<file path="src/rtl/rr_arb_mux.sv">
// rr_arb_mux : N:1 valid/ready mux with round-robin / fixed / manual arbitration and one output register.
// Revision 1.0 - initial release, successor to the combinational 8:1 mux.
`default_nettype none

module rr_arb_mux #(
  parameter int NUM_CH = 8,
  parameter int DATA_W = 8,
  parameter int SEL_W  = $clog2(NUM_CH)
) (
  input  logic                     clk_i,
  input  logic                     rst_i,
  input  logic [1:0]               mode_i,
  input  logic [SEL_W-1:0]         sel_i,
  input  logic [NUM_CH-1:0]        in_valid_i,
  input  logic [NUM_CH*DATA_W-1:0] in_data_i,
  output logic [NUM_CH-1:0]        in_ready_o,
  output logic                     out_valid_o,
  output logic [DATA_W-1:0]        out_data_o,
  output logic [SEL_W-1:0]         out_sel_o,
  input  logic                     out_ready_i
);

  localparam logic [1:0] MODE_FIX = 2'b01;
  localparam logic [1:0] MODE_MAN = 2'b10;
  localparam logic [SEL_W:0] NUM_CH_EXT = (SEL_W+1)'(NUM_CH);
  localparam logic [SEL_W-1:0] LAST_CH = SEL_W'(NUM_CH - 1);

  logic [SEL_W-1:0]    rr_ptr;
  logic [SEL_W-1:0]    rr_ptr_next;
  logic                advance;
  logic                load;
  logic                is_rr;
  logic                grant_vld;
  logic [SEL_W-1:0]    grant_idx;
  logic [DATA_W-1:0]   grant_data;
  logic [2*NUM_CH-1:0] valid_dbl;
  logic [NUM_CH-1:0]   valid_rot;
  logic                rr_found;
  logic [SEL_W:0]      rr_ofs;
  logic [SEL_W:0]      rr_sum;

  assign advance = ~out_valid_o | out_ready_i;
  assign is_rr   = (mode_i != MODE_FIX) && (mode_i != MODE_MAN);

  // Rotate valids so bit 0 is the pointer channel; the lowest set bit is then the RR winner.
  always_comb begin
    valid_dbl = {in_valid_i, in_valid_i} >> rr_ptr;
    valid_rot = valid_dbl[NUM_CH-1:0];
    rr_found  = 1'b0;
    rr_ofs    = '0;
    for (int k = NUM_CH - 1; k >= 0; k--) begin
      if (valid_rot[k]) begin
        rr_found = 1'b1;
        rr_ofs   = (SEL_W+1)'(k);
      end
    end
    rr_sum = {1'b0, rr_ptr} + rr_ofs;
    if (rr_sum >= NUM_CH_EXT) begin
      rr_sum = rr_sum - NUM_CH_EXT;
    end
  end

  always_comb begin
    grant_vld = 1'b0;
    grant_idx = '0;
    case (mode_i)
      MODE_FIX: begin
        for (int k = NUM_CH - 1; k >= 0; k--) begin
          if (in_valid_i[k]) begin
            grant_vld = 1'b1;
            grant_idx = SEL_W'(k);
          end
        end
      end
      MODE_MAN: begin
        // An out-of-range sel_i matches no channel, so nothing is ever readied.
        for (int k = 0; k < NUM_CH; k++) begin
          if ((sel_i == SEL_W'(k)) && in_valid_i[k]) begin
            grant_vld = 1'b1;
            grant_idx = SEL_W'(k);
          end
        end
      end
      default: begin
        grant_vld = rr_found;
        grant_idx = rr_sum[SEL_W-1:0];
      end
    endcase
  end

  always_comb begin
    grant_data = '0;
    for (int k = 0; k < NUM_CH; k++) begin
      if (grant_idx == SEL_W'(k)) begin
        grant_data = in_data_i[k*DATA_W +: DATA_W];
      end
    end
  end

  assign load = grant_vld & advance & ~rst_i;

  always_comb begin
    in_ready_o = '0;
    for (int k = 0; k < NUM_CH; k++) begin
      in_ready_o[k] = load && (grant_idx == SEL_W'(k));
    end
  end

  assign rr_ptr_next = (grant_idx == LAST_CH) ? '0 : grant_idx + SEL_W'(1);

  always_ff @(posedge clk_i) begin
    if (rst_i) begin
      out_valid_o <= 1'b0;
      out_data_o  <= '0;
      out_sel_o   <= '0;
      rr_ptr      <= '0;
    end else if (advance) begin
      if (grant_vld) begin
        out_valid_o <= 1'b1;
        out_data_o  <= grant_data;
        out_sel_o   <= grant_idx;
        if (is_rr) begin
          rr_ptr <= rr_ptr_next;
        end
      end else begin
        out_valid_o <= 1'b0;
      end
    end
  end

endmodule

`default_nettype wire

</file>
<file path="config.mk">
export PLATFORM = sky130hd
export DESIGN_NAME = rr_arb_mux
export DESIGN_NICKNAME = d
export VERILOG_FILES = /design/src/rtl/rr_arb_mux.sv
export SDC_FILE = /design/constraint.sdc
export NUM_CORES = 1
export LEC_CHECK = 0
export CAP_MARGIN = 20
export CORE_AREA = 10 10 85 87
export DETAILED_ROUTE_END_ITERATION = 7
export DIE_AREA = 0 0 95 97
export GPL_TIMING_DRIVEN = 0
export PLACE_DENSITY = 0.89
export SLEW_MARGIN = 25
export SYNTH_ARGS = -nofsm -noshare
export SYNTH_HDL_FRONTEND = slang
export SYNTH_SLANG_ARGS = --single-unit
export TNS_END_PERCENT = 20
</file>
<file path="constraint.sdc">
create_clock -name clk_i -period 7.35 [get_ports clk_i]
set_input_delay 0.735 -clock clk_i [delete_from_list [all_inputs] [get_ports clk_i]]
set_output_delay 0.735 -clock clk_i [all_outputs]
set_load 0.05 [all_outputs]
</file>
# Word-level counts from Yosys, hierarchy flattened
# Index checks and enable logic that the tools add are counted.
# word_totals
output_inout_bits	20
ram_bits	0
reg_bits	15
n_memories	0
word_cells	113
latchBits	0
rom_bits	0
# op_classes
multipliers	0
div_mod_pow	0
addsub	3
shifts	1
order_cmp	1
mux	60
n_eq_ne	18
n_reduce_logical	21
bitwise_logic	5
# ops
op	n
$mux W8	8
$mux W3	17
$mux W4	7
$mux W1	26
$eq A3 B3 Y1 const B	8
$logic_and A1 B1 Y1	17
$shr A16 B3 Y8	1
$eq A3 B2 Y1 const B	4
$eq A3 B1 Y1 const B	2
$logic_not A3 Y1	2
$pmux W3 S2	1
$add A3 B4 Y4	1
$ge A4 B4 Y1 const B	1
$add A3 B1 Y3 const B	1
$reduce_and A3 Y1	1
$sub A3 B1 Y3 const B	1
$and A1 B1 Y1	2
$eq A2 B1 Y1 const B	1
$eq A2 B2 Y1 const B	1
$ne A2 B1 Y1 const B	1
$ne A2 B2 Y1 const B	1
$not A1 Y1	2
$pmux W1 S2	1
$reduce_and A2 Y1	1
$or A1 B1 Y1	1

# Logic depth before layout (Yosys ltp)
# Gate-level depths: netlist (run 1).
# depth
word_depth	22
depth_mapped	25

# Worst setup path after synthesis (run 1)
# No wires, ideal clock.
# synth_timing
path_type	input to output
from	input in_valid_i[1]
to	output in_ready_o[7]
t_arrival_ns	5.093
stages	18
setup_slack_ns	1.522
cell_sequence	buf_4 or2b_1 a21o_1 a32oi_1 inv_1 mux4_2 a211oi_1 o21ai_0 a32oi_1 ha_1 fa_1 nor2_1 a22oi_2 nand2_4 inv_2 ha_1 clkinv_1 nor3_1
# synth_between
elab_chain_len	15
word_cells_on_any_way	46
cone_classes	add/sub: 2; order compare: 1; eq/ne: 1; shift: 1; mux: 37; bitwise: 2; reduce/logical: 2
# synth_rtl
element	line	source
from (decl)	14	input logic [NUM_CH-1:0] in_valid_i,
$shr A16 B3 Y8	47	valid_dbl = {in_valid_i, in_valid_i} >> rr_ptr;
$mux W3	52	if (valid_rot[k]) begin
$mux W4 (7 in a row)	52	
$add A3 B4 Y4	57	rr_sum = {1'b0, rr_ptr} + rr_ofs;
$ge A4 B4 Y1 / $sub A3 B1 Y3 (equally long branches)	58, 59	
$mux W3	58	if (rr_sum >= NUM_CH_EXT) begin
$pmux W3 S2 *	66	case (mode_i)
named net grant_idx[2]	34	logic [SEL_W-1:0] grant_idx;
$eq A3 B3 Y1 *	105	in_ready_o[k] = load && (grant_idx == SEL_W'(k));
$logic_and A1 B1 Y1 *	105	
to (decl)	16	output logic [NUM_CH-1:0] in_ready_o,
# Mark *: on every way through the listed nets, which the timed path passes. The rest lies on a longest branch.

# Worst setup path in the final report (run 1)
# layout_timing
from	input in_valid_i[0]
to	output in_ready_o[1]
# layout_between
elab_chain_len	15
word_cells_on_any_way	38
cone_classes	add/sub: 2; order compare: 1; eq/ne: 1; shift: 1; mux: 29; bitwise: 2; reduce/logical: 2
# layout_rtl
element	line
$shr A16 B3 Y8	47
$mux W3	52
$mux W4 (7 in a row)	52
$add A3 B4 Y4	57
$ge A4 B4 Y1 / $sub A3 B1 Y3 (equally long branches)	58, 59
$mux W3	58
$pmux W3 S2 *	66
named net grant_idx[1]	34
$eq A3 B1 Y1 *	105
$logic_and A1 B1 Y1 *	105
# Marks and branches as above.

==> flow_summary_export.csv, run 1 <==
group,metric,value,unit
grt,grt_pass1_vias,3182,
worst_setup_path,start_kind,"input pin",
clock_tree,clockBufferDepth,2,
grt,overflow,0,
clock_tree,insertion_delay,250,ps
synthesis,synth_nets,464,
clock_tree,numCtsBuffers,3,
synthesis,synthCells,374,
final_layout,stdcell_count,542,
sta,hold_violations,0,
die,start_util,48.3,%
sta,setup_tns,0,ps
synthesis,synth-edff-count,0,
clock_tree,path_clk_slew,70,ps
worst_setup_path,worst-path-buf-inv,9,
worst_setup_path,cp_cell_sequence,"clkdlybuf4s50_1, clkbuf_1, nor2b_1, o21ai_0, a32oi_1, inv_1, mux4_2, o21ai_0, a32oi_1, a32oi_1, ha_1, fa_1, inv_1, a21oi_1, inv_1, ha_1, clkbuf_1, clkbuf_1, clkbuf_1, and3_1, dlymetal6s2s_1",
worst_setup_path,worst-path-stages,21,
synthesis,yosys.area.top_type,"dfxtp_1",
power,power.total,0.754,mW
grt,grt_pass1_wl,16100,microns
grt,grt_usage,21.0,%
synthesis,syn_area,2640,sq um
sta,rsz0062_at_grt,"false",
grt,antenna_found_initial,0,
worst_setup_path,worstSetupEndpointType,"output port",
final_layout,post-route-util,67.8,%
final_layout,n_antenna_cell,0,
final_layout,stdcell_area,3710,sq um
worst_setup_path,cpLargestDelayFamily,"buffers and inverters",
placement,gp_congestion,0.985,
worst_setup_path,r2r_end,"out_data_o[7]$_SDFFE_PP0P_",
worst_setup_path,arrival,6190,ps
worst_setup_path,crit_type,"in -> out",
worst_setup_path,cpMaxStageDelayCell,"clkdlybuf4s50_1",
worst_setup_path,worst_r2r_path_depth,21,
clock_tree,tritoncts,"yes",
final_layout,final_cell_mix,"clkdlybuf4s50_1, nand2_1, a21oi_1",
route,wl_per_cell,19.1,microns
worst_setup_path,rrSetupSlack,2080,ps
synthesis,syn_avg_cell_area,7.07,sq um
route,viasPerCell,6.22,
power,vdd_drop_max,120,uV
final_layout,area_delta_synth_final,40.5,%
worst_setup_path,path_max_fanout,10,
route,drc,0,
final_layout,nets,561,
synthesis,ys_ff_latch,15,
worst_setup_path,cp.required,6610,ps
sta,drv_slew,0,
placement,dp_cells,538,
placement,place_area,3650,sq um
final_layout,drive_gt1_share,9.36,%
sta,min_period,6920,ps
placement,port_buffers,92,
route,dr.pass1.iters,5,
worst_setup_path,worst_path_largest_cell_delay,570,ps
die,fp.dieArea,9220,sq um
clock_tree,cts_hold_buf,0,
worst_setup_path,cp-endpoint,"in_ready_o[1]",
worst_setup_path,crit_path_start,"in_valid_i[0]",
synthesis,yosys-top-cells-area,"dfxtp_1, a21oi_1, nand2_1",
synthesis,synth-seq-area-share,11.4,%
sta,skew,2.49,ps
power,leakage,1.52,nW
worst_setup_path,crit_path_frequent_cell,"clkbuf_1",
synthesis,synth_cell_types,66,
power,power.density,203,nW/um^2
die,row_count,27,
synthesis,yosysTopAreaCellShare,11.4,%
outcome,outcome,"complete, no violations",
clock_tree,cts.repair.resized,0,
sta,clock.fmax,0.144,GHz
die,die_w,95,microns
clock_tree,post-cts-setup-buffers,0,
clock_tree,htree_levels,1,
synthesis,yosys_most_used_dff,"dfxtp_1",
route,drtIter0Drc,236,
route,wirelength,10400,microns
synthesis,yosysWarningCount,0,
sta,slew_headroom,48.6,%
route,vias,3370,
route,antenna_left,0,
min_path,min_path_type,"reg -> reg",
synthesis,synthArstFlopShare,0,%
final_layout,layout_commonest_cell,"clkdlybuf4s50_1",
sta,tightest_slew,766,ps
die,io_pins,100,
flow_run,drv_cap,0,
grt,grt_max_degree,11,
die,core_area,5470,sq um
clock_tree,root_buffer,"clkbuf_8",
sta,fin_crit_sh,94.2,%
clock_tree,cts.sinks,15,
final_layout,n_fill_cell,495,
sta,finalSetupViolations,0,
worst_setup_path,r2r_start,"rr_ptr[1]$_SDFFE_PP0P_",
die,die_h,97,microns
placement,hpwlAfterDp,8440,microns
[worst min-delay path by stage]
stage / start / end / cells past startpoint / slack [ps]
3_5_place_dp: out_sel_o[2]$_SDFFE_PP0P_ / out_sel_o[2]$_SDFFE_PP0P_ / 2 / 460
6_report: out_sel_o[2]$_SDFFE_PP0P_ / out_sel_o[2]$_SDFFE_PP0P_ / 2 / 480
2_1_floorplan: rr_ptr[2]$_SDFFE_PP0P_ / rr_ptr[2]$_SDFFE_PP0P_ / 3 / 580
5_1_grt: out_sel_o[2]$_SDFFE_PP0P_ / out_sel_o[2]$_SDFFE_PP0P_ / 2 / 500
4_1_cts: out_sel_o[2]$_SDFFE_PP0P_ / out_sel_o[2]$_SDFFE_PP0P_ / 2 / 470
3_3_place_gp: out_sel_o[2]$_SDFFE_PP0P_ / out_sel_o[2]$_SDFFE_PP0P_ / 2 / 440
[cells by family (layout without fill, tap and decap cells)]
group	after synthesis	in the layout	synth area share (%)
buffers and inverters	54	150	13.2
DFF	15	15	11.4
muxes	16	16	7.20
adders and majority gates	10	10	5.02
and+or+nand+nor	142	142	27.6
AOI/OAI and AO/OA	137	137	35.6
[Yosys cell counts, types with 3 or more instances]
cell and count:
mux2i_1 13, clkbuf_8 8, o41ai_1 3, a21oi_1 38, nor3_1 12, buf_6 7, or2_2 4, and3_1 10
nand2_1 38, dfxtp_1 15, a32oi_1 5, o21ai_0 14, o21a_1 4, nor2_1 29, nand2b_1 6, nor2b_1 8
ha_1 9, a211oi_1 3, o22ai_1 10, o221ai_1 5, a22oi_1 6, inv_1 18, clkbuf_1 15, a21o_1 10
nand4_1 4, a221oi_1 4, a21o_2 3, o2111ai_1 3, nand4b_1 4, nand3_1 12, a31oi_1 11
[state kept, by name, summed over array words and instances, names as in the netlist]
register / flops
out_data_o: 8
out_sel_o: 3
rr_ptr: 3
out_valid_o: 1
[metal layers]
| metal | vias up | part of all wire [%] | GRT usage (%) |
|---|---|---|---|
| met3 | 10 | 11 | 7.86 |
| met4 | 0 | 1.0 | 3.09 |
| met5 | - | 0 | 0 |
| met1 | 1579 | 38 | 23.9 |
| met2 | 187 | 50 | 36.4 |
| li1 | 1594 | - | - |
[power breakdown]
| group | switching [mW] | internal, mW | leakage [nW] |
|---|---|---|---|
| Sequential | 0.0129 | 0.0993 | 0.124 |
| Clock | 0.0332 | 0.0381 | 0.0217 |
| Combinational | 0.339 | 0.232 | 1.37 |
| Total | 0.385 | 0.369 | 1.52 |
[worst register-to-register path, cell delays in order (launching register included)]
cell and delay [ps]:
dfxtp_1 480, clkinv_1 340, a222oi_1 410, mux4_2 370, o21ai_0 100, a32oi_1 230, a32oi_1 140, ha_1 210
fa_1 440, nor2_1 450, a22oi_2 300, nand2_4 210, ha_1 160, clkbuf_1 340, nand2_1 120, nor2_1 110
a21oi_1 50, o21ai_0 150, mux2i_1 90, nand3_1 120, o211ai_2 140, a311oi_2 250
[cell type report]
| cell class | instances | area, sq um | share of cell area [%] |
|---|---|---|---|
| timing repair buffer | 92 | 931 | 25.1 |
| multi-input combinational | 305 | 1990 | 53.7 |
| clock buffer | 3 | 41.3 | 1.11 |
| sequential | 15 | 300 | 8.09 |
| tap | 72 | 90.1 | 2.43 |
| buffer | 33 | 270 | 7.28 |
| clock inverter | 1 | 7.51 | 0.202 |
| inverter | 21 | 78.8 | 2.12 |
[per-stage QoR]
stage               setup WS, ps  hold WS, ps
floorplan                   1520          583
global placement             301          444
detailed placement           141          460
CTS                          118          473
global route                 147          497
finish                       426          479
No activity file was read; power rests on OpenSTA's default activity.
==> inputs of run 2 (changes only) <==
Settings changed: CORE_AREA 10 10 85 87 to 10 10 92 94, CTS_BUF_LIST set to sky130_fd_sc_hd__clkbuf_8 sky130_fd_sc_hd__clkbuf_16, DIE_AREA 0 0 95 97 to 0 0 102 104, PLACE_DENSITY 0.89 to 0.79.
Clock period 7.35 ns to 6.2 ns, I/O delays scaled along.
==> run 2 against run 1 <==
Effect of this change:
- flip-flop and latch count stayed put
- critical path type unchanged
- count of clock-buffer cells in the layout stayed put
- cell area is 1.1% higher
- global-route usage is 2.5 points lower
- die area is 15% higher
- routed wire length hardly changed
- first-iteration DRC count is 0.42% higher
- largest power group unchanged
==> flow_summary_export.csv, run 2 (synthesized netlist as in run 1, its figures left out) <==
group,metric,value,unit
grt,grt_pass1_wl,16500,microns
sta,fin_crit_sh,94.8,%
final_layout,final_cell_mix,"clkdlybuf4s50_1, nand2_1, a21oi_1",
worst_setup_path,worstSetupEndpointType,"output port",
final_layout,stdcell_area,3750,sq um
grt,grt_usage,18.5,%
clock_tree,insertion_delay,250,ps
worst_setup_path,cp-endpoint,"in_ready_o[5]",
grt,grt_pass1_vias,3325,
sta,slew_headroom,53.4,%
final_layout,multi_input_comb_area,2010,sq um
sta,min_period,5880,ps
worst_setup_path,worst_path_largest_cell_delay,560,ps
worst_setup_path,rrSetupSlack,1040,ps
die,core_area,6680,sq um
final_layout,n_fill_cell,621,
power,leakage,1.52,nW
outcome,outcome,"complete, no violations",
worst_setup_path,path_max_fanout,10,
sta,rsz0062_at_grt,"false",
final_layout,top_regs,"out_data_o (8), out_sel_o (3), rr_ptr (3)",
clock_tree,tritoncts,"yes",
power,power.density,241,nW/um^2
clock_tree,clockBufferDepth,2,
worst_setup_path,worst_r2r_path_depth,21,
final_layout,layout_commonest_cell,"clkdlybuf4s50_1",
final_layout,largest_reg_flops,8,
route,drc,0,
flow_run,drv_cap,0,
power,vdd_drop_max,129,uV
clock_tree,path_clk_slew,70,ps
die,row_count,30,
die,die_w,102,microns
placement,hpwlAfterDp,8320,microns
route,wirelength,10400,microns
min_path,min_path_type,"reg -> reg",
die,die_h,104,microns
grt,overflow,0,
final_layout,drive_gt1_share,13.8,%
route,wl_per_cell,18.8,microns
route,antenna_left,0,
worst_setup_path,cp.required,5580,ps
clock_tree,numCtsBuffers,3,
clock_tree,root_buffer,"clkbuf_8",
die,io_pins,100,
die,start_util,39.6,%
placement,port_buffers,92,
placement,dp_cells,546,
sta,tightest_slew,694,ps
final_layout,regMostFlops,"out_data_o",
placement,place_area,3660,sq um
sta,finalSetupViolations,0,
clock_tree,htree_levels,1,
final_layout,nets,563,
route,viasPerCell,6.05,
worst_setup_path,r2r_end,"out_data_o[5]$_SDFFE_PP0P_",
route,drtIter0Drc,237,
worst_setup_path,start_kind,"input pin",
worst_setup_path,crit_path_start,"in_valid_i[0]",
grt,antenna_found_initial,0,
final_layout,stdcell_count,552,
route,vias,3339,
final_layout,register_area,300,sq um
worst_setup_path,cp_cell_sequence,"clkdlybuf4s50_1, clkbuf_4, nor2b_1, o21ai_0, a32oi_1, inv_1, mux4_2, a211oi_1, o21ai_0, a32oi_1, ha_1, fa_1, inv_1, a21oi_2, inv_1, ha_2, clkbuf_4, clkbuf_2, and3_1, buf_2",
worst_setup_path,crit_path_frequent_cell,"inv_1",
placement,gp_congestion,0.917,
sta,skew,7.84,ps
sta,hold_violations,0,
worst_setup_path,r2r_start,"rr_ptr[1]$_SDFFE_PP0P_",
worst_setup_path,crit_type,"in -> out",
worst_setup_path,cpMaxStageDelayCell,"clkdlybuf4s50_1",
sta,drv_slew,0,
placement,place_ws,-882,ps
grt,grt_max_degree,11,
worst_setup_path,arrival,5260,ps
clock_tree,cts.sinks,15,
final_layout,area_delta_synth_final,42.0,%
sta,finalWorstSetupSlack,324,ps
sta,clock.fmax,0.170,GHz
final_layout,n_antenna_cell,0,
route,dr.pass1.iters,4,
die,fp.dieArea,10600,sq um
-- run 2: worst max-delay path: cells and delay by family --
kind                       cells  cell delay [ps]
buffers and inverters          8             1820
AOI/OAI and AO/OA              6             1010
adders and majority gates      3              950
and+or+nand+nor                2              300
muxes                          1              540
-- run 2: metal layers --
metal,vias up,part of all wire (%),track usage (%)
li1,1595,-,-
met1,1576,40,21.4
met2,152,49,31.8
met3,16,9.8,6.38
met4,0,1.3,3.33
met5,-,0,0
-- run 2: report_power, final --
| part | total [mW] | internal, mW | leakage [nW] | switching (mW) |
|---|---|---|---|---|
| Sequential | 0.134 | 0.118 | 0.124 | 0.0161 |
| Clock | 0.0789 | 0.0438 | 0.0269 | 0.0350 |
| Combinational | 0.690 | 0.288 | 1.37 | 0.402 |
| Total | 0.903 | 0.450 | 1.52 | 0.453 |
-- run 2: timing repair --
| item | in CTS | in global routing |
|---|---|---|
| hold buffers | 0 | 0 |
| buffers inserted | 1 | 3 |
| gates resized for setup | 26 | 25 |
| setup endpoints to repair | 7 | 8 |
| pin swaps | 1 | 0 |
| hold endpoints to repair | 0 | 0 |
-- run 2: final cells by class --
type | instances | area share [%]
plain buffers | 31 | 7.33
clock buffers | 3 | 1.10
clock inverters | 1 | 0.100
inverters | 21 | 2.20
multi-input cells | 305 | 53.5
flip-flops and latches | 15 | 8.00
well taps | 80 | 2.67
repair buffers | 96 | 25.1
-- run 2: how the worst min path moves through the flow --
stage          slack (ps)                   endpoint  cells after the start                       from
6_report              460  out_sel_o[2]$_SDFFE_PP0P_                      2  out_sel_o[2]$_SDFFE_PP0P_
2_1_floorplan         580     rr_ptr[2]$_SDFFE_PP0P_                      3     rr_ptr[2]$_SDFFE_PP0P_
3_3_place_gp          440  out_sel_o[2]$_SDFFE_PP0P_                      2  out_sel_o[2]$_SDFFE_PP0P_
5_1_grt               490  out_sel_o[2]$_SDFFE_PP0P_                      2  out_sel_o[2]$_SDFFE_PP0P_
3_5_place_dp          460  out_sel_o[2]$_SDFFE_PP0P_                      2  out_sel_o[2]$_SDFFE_PP0P_
4_1_cts               460  out_sel_o[2]$_SDFFE_PP0P_                      2  out_sel_o[2]$_SDFFE_PP0P_
-- run 2: per-stage QoR --
step	TNS, ps	hold slack (ps)	utilization [%]	power [mW]
2_1_floorplan	0	583	-	0.598
6_report	0	462	56.2	0.903
5_1_grt	0	488	56.2	0.968
3_3_place_gp	-3330	444	54.8	0.788
4_1_cts	0	464	55.7	0.882
3_5_place_dp	-4180	457	54.8	0.797
==> inputs of run 3 (changes only) <==
Settings changed: CELL_PAD_IN_SITES_DETAIL_PLACEMENT set to 1, CELL_PAD_IN_SITES_GLOBAL_PLACEMENT set to 2, CORE_AREA 10 10 92 94 to 10 10 124 126, DIE_AREA 0 0 102 104 to 0 0 134 136, PLACE_DENSITY 0.79 to 0.78.
==> run 3 against run 2 <==
Effect of this change:
- register-to-register slack worse by 150 ps
- flip-flop and latch count unchanged
- count of clock-buffer cells in the layout unchanged
- maximum frequency shrank 0.35%
- via count down 1.7%
- worst setup slack worse by 21 ps
- non-clock buffer count shrank 3
- combinational power rose by 3.0%
- cell area is 3.8% higher
- global-route usage is 5.4 points lower
- highest routed layer unchanged
==> flow_summary_export.csv, run 3 (synthesized netlist as in run 1, its figures left out) <==
group,metric,value,unit
final_layout,register_area,300,sq um
clock_tree,htree_levels,1,
power,power.total,0.971,mW
die,die_h,136,microns
worst_setup_path,start_kind,"input pin",
grt,grt_pass1_vias,3599,
final_layout,top_regs,"out_data_o (8), out_sel_o (3), rr_ptr (3)",
placement,port_buffers,92,
worst_setup_path,worst-path-buf-inv,6,
worst_setup_path,cpMaxStageDelayCell,"clkdlybuf4s50_1",
route,antenna_left,0,
die,fp.dieArea,18200,sq um
min_path,min_from,"out_sel_o[2]$_SDFFE_PP0P_",
min_path,worstHoldEndpoint,"out_sel_o[2]$_SDFFE_PP0P_",
final_layout,n_antenna_cell,0,
placement,hpwlAfterDp,10000,microns
sta,fin_crit_sh,95.1,%
placement,place_ws,-1020,ps
clock_tree,path_clk_slew,50,ps
power,vdd_drop_max,124,uV
outcome,outcome,"complete, no violations",
die,die_w,134,microns
clock_tree,clockBufferDepth,2,
clock_tree,root_buffer,"clkbuf_16",
clock_tree,cts_hold_buf,0,
final_layout,final_cell_mix,"clkdlybuf4s50_1, nand2_1, a21oi_1",
grt,antenna_found_initial,0,
worst_setup_path,path_max_fanout,10,
worst_setup_path,worstSetupEndpointType,"output port",
grt,grt_pass1_wl,19400,microns
final_layout,nets,560,
worst_setup_path,cpLargestDelayFamily,"buffers and inverters",
worst_setup_path,r2r_start,"rr_ptr[1]$_SDFFE_PP0P_",
final_layout,layout_commonest_cell,"clkdlybuf4s50_1",
worst_setup_path,arrival,5280,ps
final_layout,regMostFlops,"out_data_o",
final_layout,n_fill_cell,1640,
clock_tree,cts.sinks,15,
grt,grt_max_degree,20,
die,start_util,20.4,%
sta,skew,0.936,ps
worst_setup_path,r2r_end,"out_data_o[4]$_SDFFE_PP0P_",
sta,finalSetupViolations,0,
sta,hold_violations,0,
sta,finalWorstSetupSlack,303,ps
min_path,min_path_type,"reg -> reg",
route,wl_per_cell,19.2,microns
grt,grt_usage,13.1,%
sta,rsz0062_at_grt,"true",
die,row_count,42,
grt,overflow,0,
worst_setup_path,cp_cell_sequence,"clkdlybuf4s50_1, clkbuf_4, nor2b_1, o21ai_0, a32oi_1, inv_1, mux4_2, a211oi_1, o21ai_0, a32oi_1, ha_1, fa_1, nand2_1, a211oi_2, mux2i_4, nand2_4, ha_2, buf_6, inv_1, nor3_1, buf_4",
worst_setup_path,worst-path-stages,21,
final_layout,multi_input_comb_area,2010,sq um
route,viasPerCell,5.09,
worst_setup_path,worst_path_largest_cell_delay,570,ps
worst_setup_path,rrSetupSlack,890,ps
sta,clock.fmax,0.170,GHz
final_layout,area_delta_synth_final,47.4,%
sta,min_period,5900,ps
placement,gp_congestion,0.829,
worst_setup_path,crit_type,"in -> out",
worst_setup_path,worst_r2r_path_depth,21,
route,drc,0,
power,leakage,1.52,nW
sta,setup_tns,0,ps
sta,fin_hold_ws,470,ps
final_layout,largest_reg_flops,8,
route,dr.pass1.iters,4,
final_layout,drive_gt1_share,13.4,%
sta,drv_slew,0,
route,vias,3282,
worst_setup_path,cp.required,5580,ps
die,io_pins,100,
clock_tree,numCtsBuffers,3,
sta,slew_headroom,48.2,%
route,drtIter0Drc,156,
power,power.density,249,nW/um^2
clock_tree,tritoncts,"yes",
sta,tightest_slew,772,ps
clock_tree,insertion_delay,240,ps
route,wirelength,12400,microns
flow_run,drv_cap,0,
min_path,whs_path_depth,2,
die,core_area,13000,sq um
==> run 3: worst max path at each step <==
stage,from,end,slack [ps]
floorplan,in_valid_i[1],in_ready_o[7],600
global placement,in_valid_i[0],in_ready_o[5],-920
detailed placement,in_valid_i[7],in_ready_o[5],-1020
CTS,in_valid_i[0],in_ready_o[3],40
global route,in_valid_i[0],in_ready_o[3],-10
finish,in_valid_i[0],in_ready_o[3],300
==> run 3: what timing repair did <==
item	in CTS	in global routing
pin swaps	1	0
gates resized for setup	28	17
endpoints found under the setup margin	9	10
gates cloned	0	0
buffers inserted	1	1
==> run 3: per-layer routing <==
layer	vias to the layer above	GRT usage (%)	routed length, microns
met5	-	0	0
met4	0	3.02	252
met3	12	4.83	1010
met2	108	22.5	5880
met1	1578	15.0	5230
li1	1584	-	-
==> run 3: layout make-up <==
cell class | count | area share, %
clock inverters | 1 | 0.128
repair buffers | 94 | 24.1
clock buffers | 3 | 1.93
plain buffers | 30 | 6.94
multi-input cells | 305 | 51.5
flip-flops and latches | 15 | 7.71
well taps | 176 | 5.65
inverters | 21 | 2.06
==> run 3: worst register-to-register path, delay by kind of cell, from the launching register on <==
family	cells	cell delay [ps]
adders and majority gates	3	910
muxes	2	570
AOI/OAI and AO/OA	9	2110
buffers and inverters	5	890
and+or+nand+nor	2	260
DFF	1	440
==> run 3: report_power, final <==
group	switching (mW)	total (mW)	leakage (nW)	internal [mW]
Sequential	0.0146	0.133	0.124	0.118
Combinational	0.427	0.711	1.36	0.284
Clock	0.0414	0.128	0.0409	0.0862
==> run 3: metrics by stage <==
step	area [sq um]	utilization, %	std cells
after CTS	3880	29.9	645
after floorplan	2640	-	374
after detailed placement	3780	29.1	642
after global routing	3900	30.0	645
final	3900	30.0	645
after global placement	3780	29.1	642
